===== src/rtl/serial_detect_ctrl.sv =====
// serial_detect_ctrl: serialises a 16-bit word into an external "10101"
// Moore detector and counts the matches reported back over the word.
//
// Ports:
//   clk, rstn            clock, async active-low reset
//   in_valid/in_ready    upstream word handshake, in_data[15:0]
//   det_rstn             registered active-low clear to the detector
//   det_in               serial bit to the detector
//   det_out              detector Moore output (last 5 bits == 10101)
//   out_valid/out_ready  result handshake, match_cnt[4:0]
//
// Build option: define LSB_FIRST_EN to shift in_data[0] first
// (default shifts in_data[15] first).

module serial_detect_ctrl (
    input  logic        clk,
    input  logic        rstn,
    input  logic        in_valid,
    output logic        in_ready,
    input  logic [15:0] in_data,
    output logic        det_rstn,
    output logic        det_in,
    input  logic        det_out,
    output logic        out_valid,
    input  logic        out_ready,
    output logic [4:0]  match_cnt
);

    typedef enum logic [2:0] {
        IDLE  = 3'd0,
        CLR   = 3'd1,
        SHIFT = 3'd2,
        FLUSH = 3'd3,
        DONE  = 3'd4
    } state_t;

    state_t      state_q, state_d;
    logic [15:0] sr_q, sr_d;
    logic [3:0]  bit_cnt_q, bit_cnt_d;
    logic [4:0]  cnt_q, cnt_d;
    logic        det_rstn_q, det_rstn_d;

    logic [4:0]  cnt_inc;
    logic        cur_bit;
    logic [15:0] sr_shift;

`ifdef LSB_FIRST_EN
    assign cur_bit  = sr_q[0];
    assign sr_shift = {1'b0, sr_q[15:1]};
`else
    assign cur_bit  = sr_q[15];
    assign sr_shift = {sr_q[14:0], 1'b0};
`endif

    assign cnt_inc = (cnt_q == 5'd31) ? cnt_q : cnt_q + 5'd1;

    always_ff @(posedge clk or negedge rstn) begin
        if (!rstn) begin
            state_q    <= IDLE;
            sr_q       <= '0;
            bit_cnt_q  <= '0;
            cnt_q      <= '0;
            det_rstn_q <= 1'b1;
        end else begin
            state_q    <= state_d;
            sr_q       <= sr_d;
            bit_cnt_q  <= bit_cnt_d;
            cnt_q      <= cnt_d;
            det_rstn_q <= det_rstn_d;
        end
    end

    always_comb begin
        state_d    = state_q;
        sr_d       = sr_q;
        bit_cnt_d  = bit_cnt_q;
        cnt_d      = cnt_q;
        // Low only while the next state is CLR, so the flop output is a
        // clean one-cycle pulse aligned with CLR.
        det_rstn_d = 1'b1;
        case (state_q)
            IDLE: begin
                if (in_valid) begin
                    sr_d       = in_data;
                    cnt_d      = '0;
                    det_rstn_d = 1'b0;
                    state_d    = CLR;
                end
            end
            CLR: begin
                bit_cnt_d = '0;
                state_d   = SHIFT;
            end
            SHIFT: begin
                // det_out lags one cycle: it reflects the previous bit.
                if (bit_cnt_q != 4'd0 && det_out) begin
                    cnt_d = cnt_inc;
                end
                sr_d      = sr_shift;
                bit_cnt_d = bit_cnt_q + 4'd1;
                if (bit_cnt_q == 4'd15) begin
                    state_d = FLUSH;
                end
            end
            FLUSH: begin
                if (det_out) begin
                    cnt_d = cnt_inc;
                end
                state_d = DONE;
            end
            DONE: begin
                if (out_ready) begin
                    state_d = IDLE;
                end
            end
            default: begin
                state_d = IDLE;
            end
        endcase
    end

    assign in_ready  = (state_q == IDLE);
    assign out_valid = (state_q == DONE);
    assign det_in    = (state_q == SHIFT) && cur_bit;
    assign det_rstn  = det_rstn_q;
    assign match_cnt = cnt_q;

endmodule


===== config.mk =====
export PLATFORM = sky130hd
export DESIGN_NAME = serial_detect_ctrl
export DESIGN_NICKNAME = d
export VERILOG_FILES = /design/src/rtl/serial_detect_ctrl.sv
export SDC_FILE = /design/constraint.sdc
export NUM_CORES = 1
export LEC_CHECK = 0
export ABC_AREA = 1
export BUFFER_PORTS_ARGS = -buffer_cell sky130_fd_sc_hd__buf_2
export CORE_MARGIN = 2
export CORE_UTILIZATION = 55
export CTS_BUF_LIST = sky130_fd_sc_hd__clkbuf_4 sky130_fd_sc_hd__clkbuf_8 sky130_fd_sc_hd__clkbuf_16
export DETAILED_ROUTE_END_ITERATION = 8
export PLACE_DENSITY_LB_ADDON = 0.2
export SETUP_SLACK_MARGIN = 0.02
export SYNTH_ARGS = -nofsm -noshare
export SYNTH_HDL_FRONTEND = slang
export SYNTH_SLANG_ARGS = --single-unit

===== constraint.sdc =====
create_clock -name clk -period 1.7 [get_ports clk]
set_input_delay 0.085 -clock clk [delete_from_list [all_inputs] [get_ports clk]]
set_output_delay 0.085 -clock clk [all_outputs]
set_load 0.02 [all_outputs]

==> flow_summary.toml <==
[yosys]
synth_ff_type = "dfrtp_1"
synth_top_area_cell = "dfrtp_1"
async_reset_ff_frac = 1.000
ys_warn_count = 0
synth_fp_nets = 224
ys_types = 24
synth_top_area_share = 0.4118
synth_edf_count = 0
synth.area.top_cells = "dfrtp_1 41%, nand2_1 12%, o21ai_2 11%"
yosysSeqAreaShare = 0.4272
synth_area_um2 = 1702
syn_area_per_cell_um2 = 8.551
syn-instance-count = 199
synth_seq_cells = 29

[route]
drtPass1Iterations = 4
routed_wl_um = 3093
vias_per_cell = 4.989
drt-initial-drc-count = 48
drc = 0
vias = 1337
antenna_left = 0
wl_per_cell_um = 11.54

[worst_setup_path]
rr_startpoint = "match_cnt[1]$_DFFE_PN0P_"
critPathCaptureType = "flip-flop"
reg2reg_depth = 10
critPathRequiredTime_ns = 1.92
start_kind = "flip-flop"
timing.rr.end = "match_cnt[4]$_DFFE_PN0P_"
crit_family = "simple AND/OR/NAND/NOR gates"
r2r_slack_ns = 0.15
slowest_delay_ns = 0.44
crit_fanout = 6
cpMaxStageDelayCell = "dfrtp_1"
cpMostUsedCell = "nand2_1"
path_cells = "ha_1, nand2_1, nor2_1, ha_1, nand2_1, nand2_2, nor2_8, nand2_4, nand2_1, nand2_1"
crit_type = "reg2reg"
worstPathArrival_ns = 1.77
cp_num_buf_inv = 0

[floorplan]
fp.coreArea_um2 = 3003
die_w_um = 59.62
start_util = 0.5667
num_rows = 20
io_pins = 30
dieHeight_um = 59.62
design.die.area_um2 = 3555

[grt]
overflow = 0
grt_max_degree = 32
antenna_found_initial = 0
grt_usage = 0.2033
grt_pass1_wl_um = 5278
grt_pass1_vias = 1281

[timing]
slew_viol_final = 0
tns_ns = 0
setup_violations = 0
rsz0062_at_grt = "false"
worst_slew_pin_slew_ns = 0.6475
relSlewSlack = 0.5683
max_clock_freq_mhz = 645.6
layout_worst_path_cycle_share = 0.9112
fin_skew_ns = 0.003511
period_needed_ns = 1.549
finalHoldViolations = 0

[run_status]
status = "complete, no violations"

[cts]
clockBufferDepth = 2
numCtsBuffers = 5
htree_num_levels = 2
clkLatencyLatePin_ns = 0.32
root_buffer = "clkbuf_4"
cts_tree = "yes"
clock_sinks = 29
path_clk_slew_ns = 0.09

[cells_and_area]
nFillCells = 261
seqCellArea_um2 = 726.9
multi_input_area_um2 = 787.0
drive_above_1_share = 0.3404
final_core_utilization = 0.6467
num_antenna_cells = 0
syn_to_final_growth_pct = 14.12
nets = 260

[place]
gp_congestion = 0.8858
dp_hpwl_um = 2182
port_buffers = 29

[pwr]
power.density_nw_per_um2 = 1848
p_leak_uw = 0.001033
peakVddDrop_uv = 1318

[worst_hold_path]
hp-start = "in_data[0]"
min_to = "sr_q[0]$_DFFE_PN0P_"
worstHoldPathType = "in2reg"
min_path_cells = 3

[flow_run]
max_cap_violations = 0
[cells in the final DEF (no fill, tap or decap)]
cell type      synthesis  routed
nand2_1               55      55
inv_1                 29      29
buf_2                  0      29
dfrtp_1               28      28
o21ai_2               22      22
o21ai_1               13      13
nand3_1               10      10
nor2_1                 9       9
clkbuf_4               0       6
nand2_4                6       5
ha_1                   4       4
inv_2                  3       3
buf_4                  0       3
nor2_4                 2       2
o21ai_0                2       2
dlygate4sd3_1          0       2
nor2_2                 1       1
nand2_8                0       1
o22ai_2                1       1
nand3_2                1       1
nand2_2                1       1
nor2_8                 1       1
nand4_1                1       1
a21oi_1                1       1
nor3_1                 1       1
a21oi_2                1       1
clkbuf_8               0       1
dfstp_2                1       1
buf_12                 1       1
[metrics by stage]
stage,instances,power (uW),setup slack [ns],instance area [um^2],hold WS [ns]
floorplan,199,2899,0.1528,1702,-0.2106
global placement,256,3012,0.2134,1832,0.1471
detailed placement,256,3099,0.1456,1832,0.1515
CTS,265,3558,0.03300,1911,0.03620
global route,268,3948,0.03566,1942,0.04446
finish,268,3589,0.1510,1942,0.04663
[routing by layer]
layer	track usage	share of wire	vias up
li1	-	-	700
met1	0.2288	0.43	601
met2	0.3532	0.51	30
met3	0.06114	0.046	6
met4	0.08889	0.015	0
met5	0	0	-
[logic make-up (layout without fill, tap and decap cells)]
| logic type | Yosys count | after routing | synth area share |
|---|---|---|---|
| AOI/OAI and AO/OA | 40 | 40 | 0.1728 |
| adders and majority gates | 4 | 4 | 0.02941 |
| buffers and inverters | 38 | 74 | 0.1154 |
| DFF | 29 | 29 | 0.4272 |
| and+or+nand+nor | 88 | 88 | 0.2551 |
[synthesized netlist by cell type (2+ instances only)]
cell and instances:
nand3_1 10, o21ai_1 13, o21ai_0 2, nor2_1 9
inv_2 3, inv_1 29, nor2_4 2, buf_6 5
nand2_4 6, o21ai_2 22, dfrtp_1 28, nand2_1 55
ha_1 4
[layout make-up]
cell class,count,share of cell area
repair buffers,35,0.1070
clock buffers,7,0.03028
well taps,33,0.02126
inverters,32,0.06186
flip-flops and latches,29,0.3744
multi-input cells,132,0.4053
[power by group]
group	leakage, uW	internal (uW)	total (uW)	switching, uW
Combinational	0.000628	720	2020	1300
Clock	0.0000348	211	443	232
Sequential	0.000370	979	1130	147
Total	0.00103	1910	3590	1680
[how the worst max path moves through the flow]
stage	depth (start not counted)	endpoint	startpoint
final	10	match_cnt[4]$_DFFE_PN0P_	match_cnt[1]$_DFFE_PN0P_
after global placement	10	match_cnt[1]$_DFFE_PN0P_	match_cnt[0]$_DFFE_PN0P_
after floorplan	10	match_cnt[0]$_DFFE_PN0P_	match_cnt[0]$_DFFE_PN0P_
after detailed placement	10	match_cnt[4]$_DFFE_PN0P_	match_cnt[0]$_DFFE_PN0P_
after global routing	10	match_cnt[4]$_DFFE_PN0P_	match_cnt[1]$_DFFE_PN0P_
after CTS	5	det_in	state_q[2]$_DFFE_PN0P_
[flip-flops by register name, summed over array words and instances (netlist names)]
register,flops
state_q,3
det_rstn,1
bit_cnt_q,4
sr_q,16
match_cnt,5
[worst reg2reg max path, cell delays in order (launching register included)]
cell     delay [ns]
dfrtp_1        0.44
ha_1           0.22
nand2_1        0.10
nor2_1         0.05
ha_1           0.17
nand2_1        0.07
nand2_2        0.09
nor2_8         0.13
nand2_4        0.08
nand2_1        0.06
nand2_1        0.05
[timing repair]
item                                   CTS  global route
endpoints found under the hold margin   29             0
gates resized for setup                  0             1
setup buffers                            0             3
hold buffers                             2             0
setup endpoints to repair                0             3
Power figures use the tool's default switching activity.
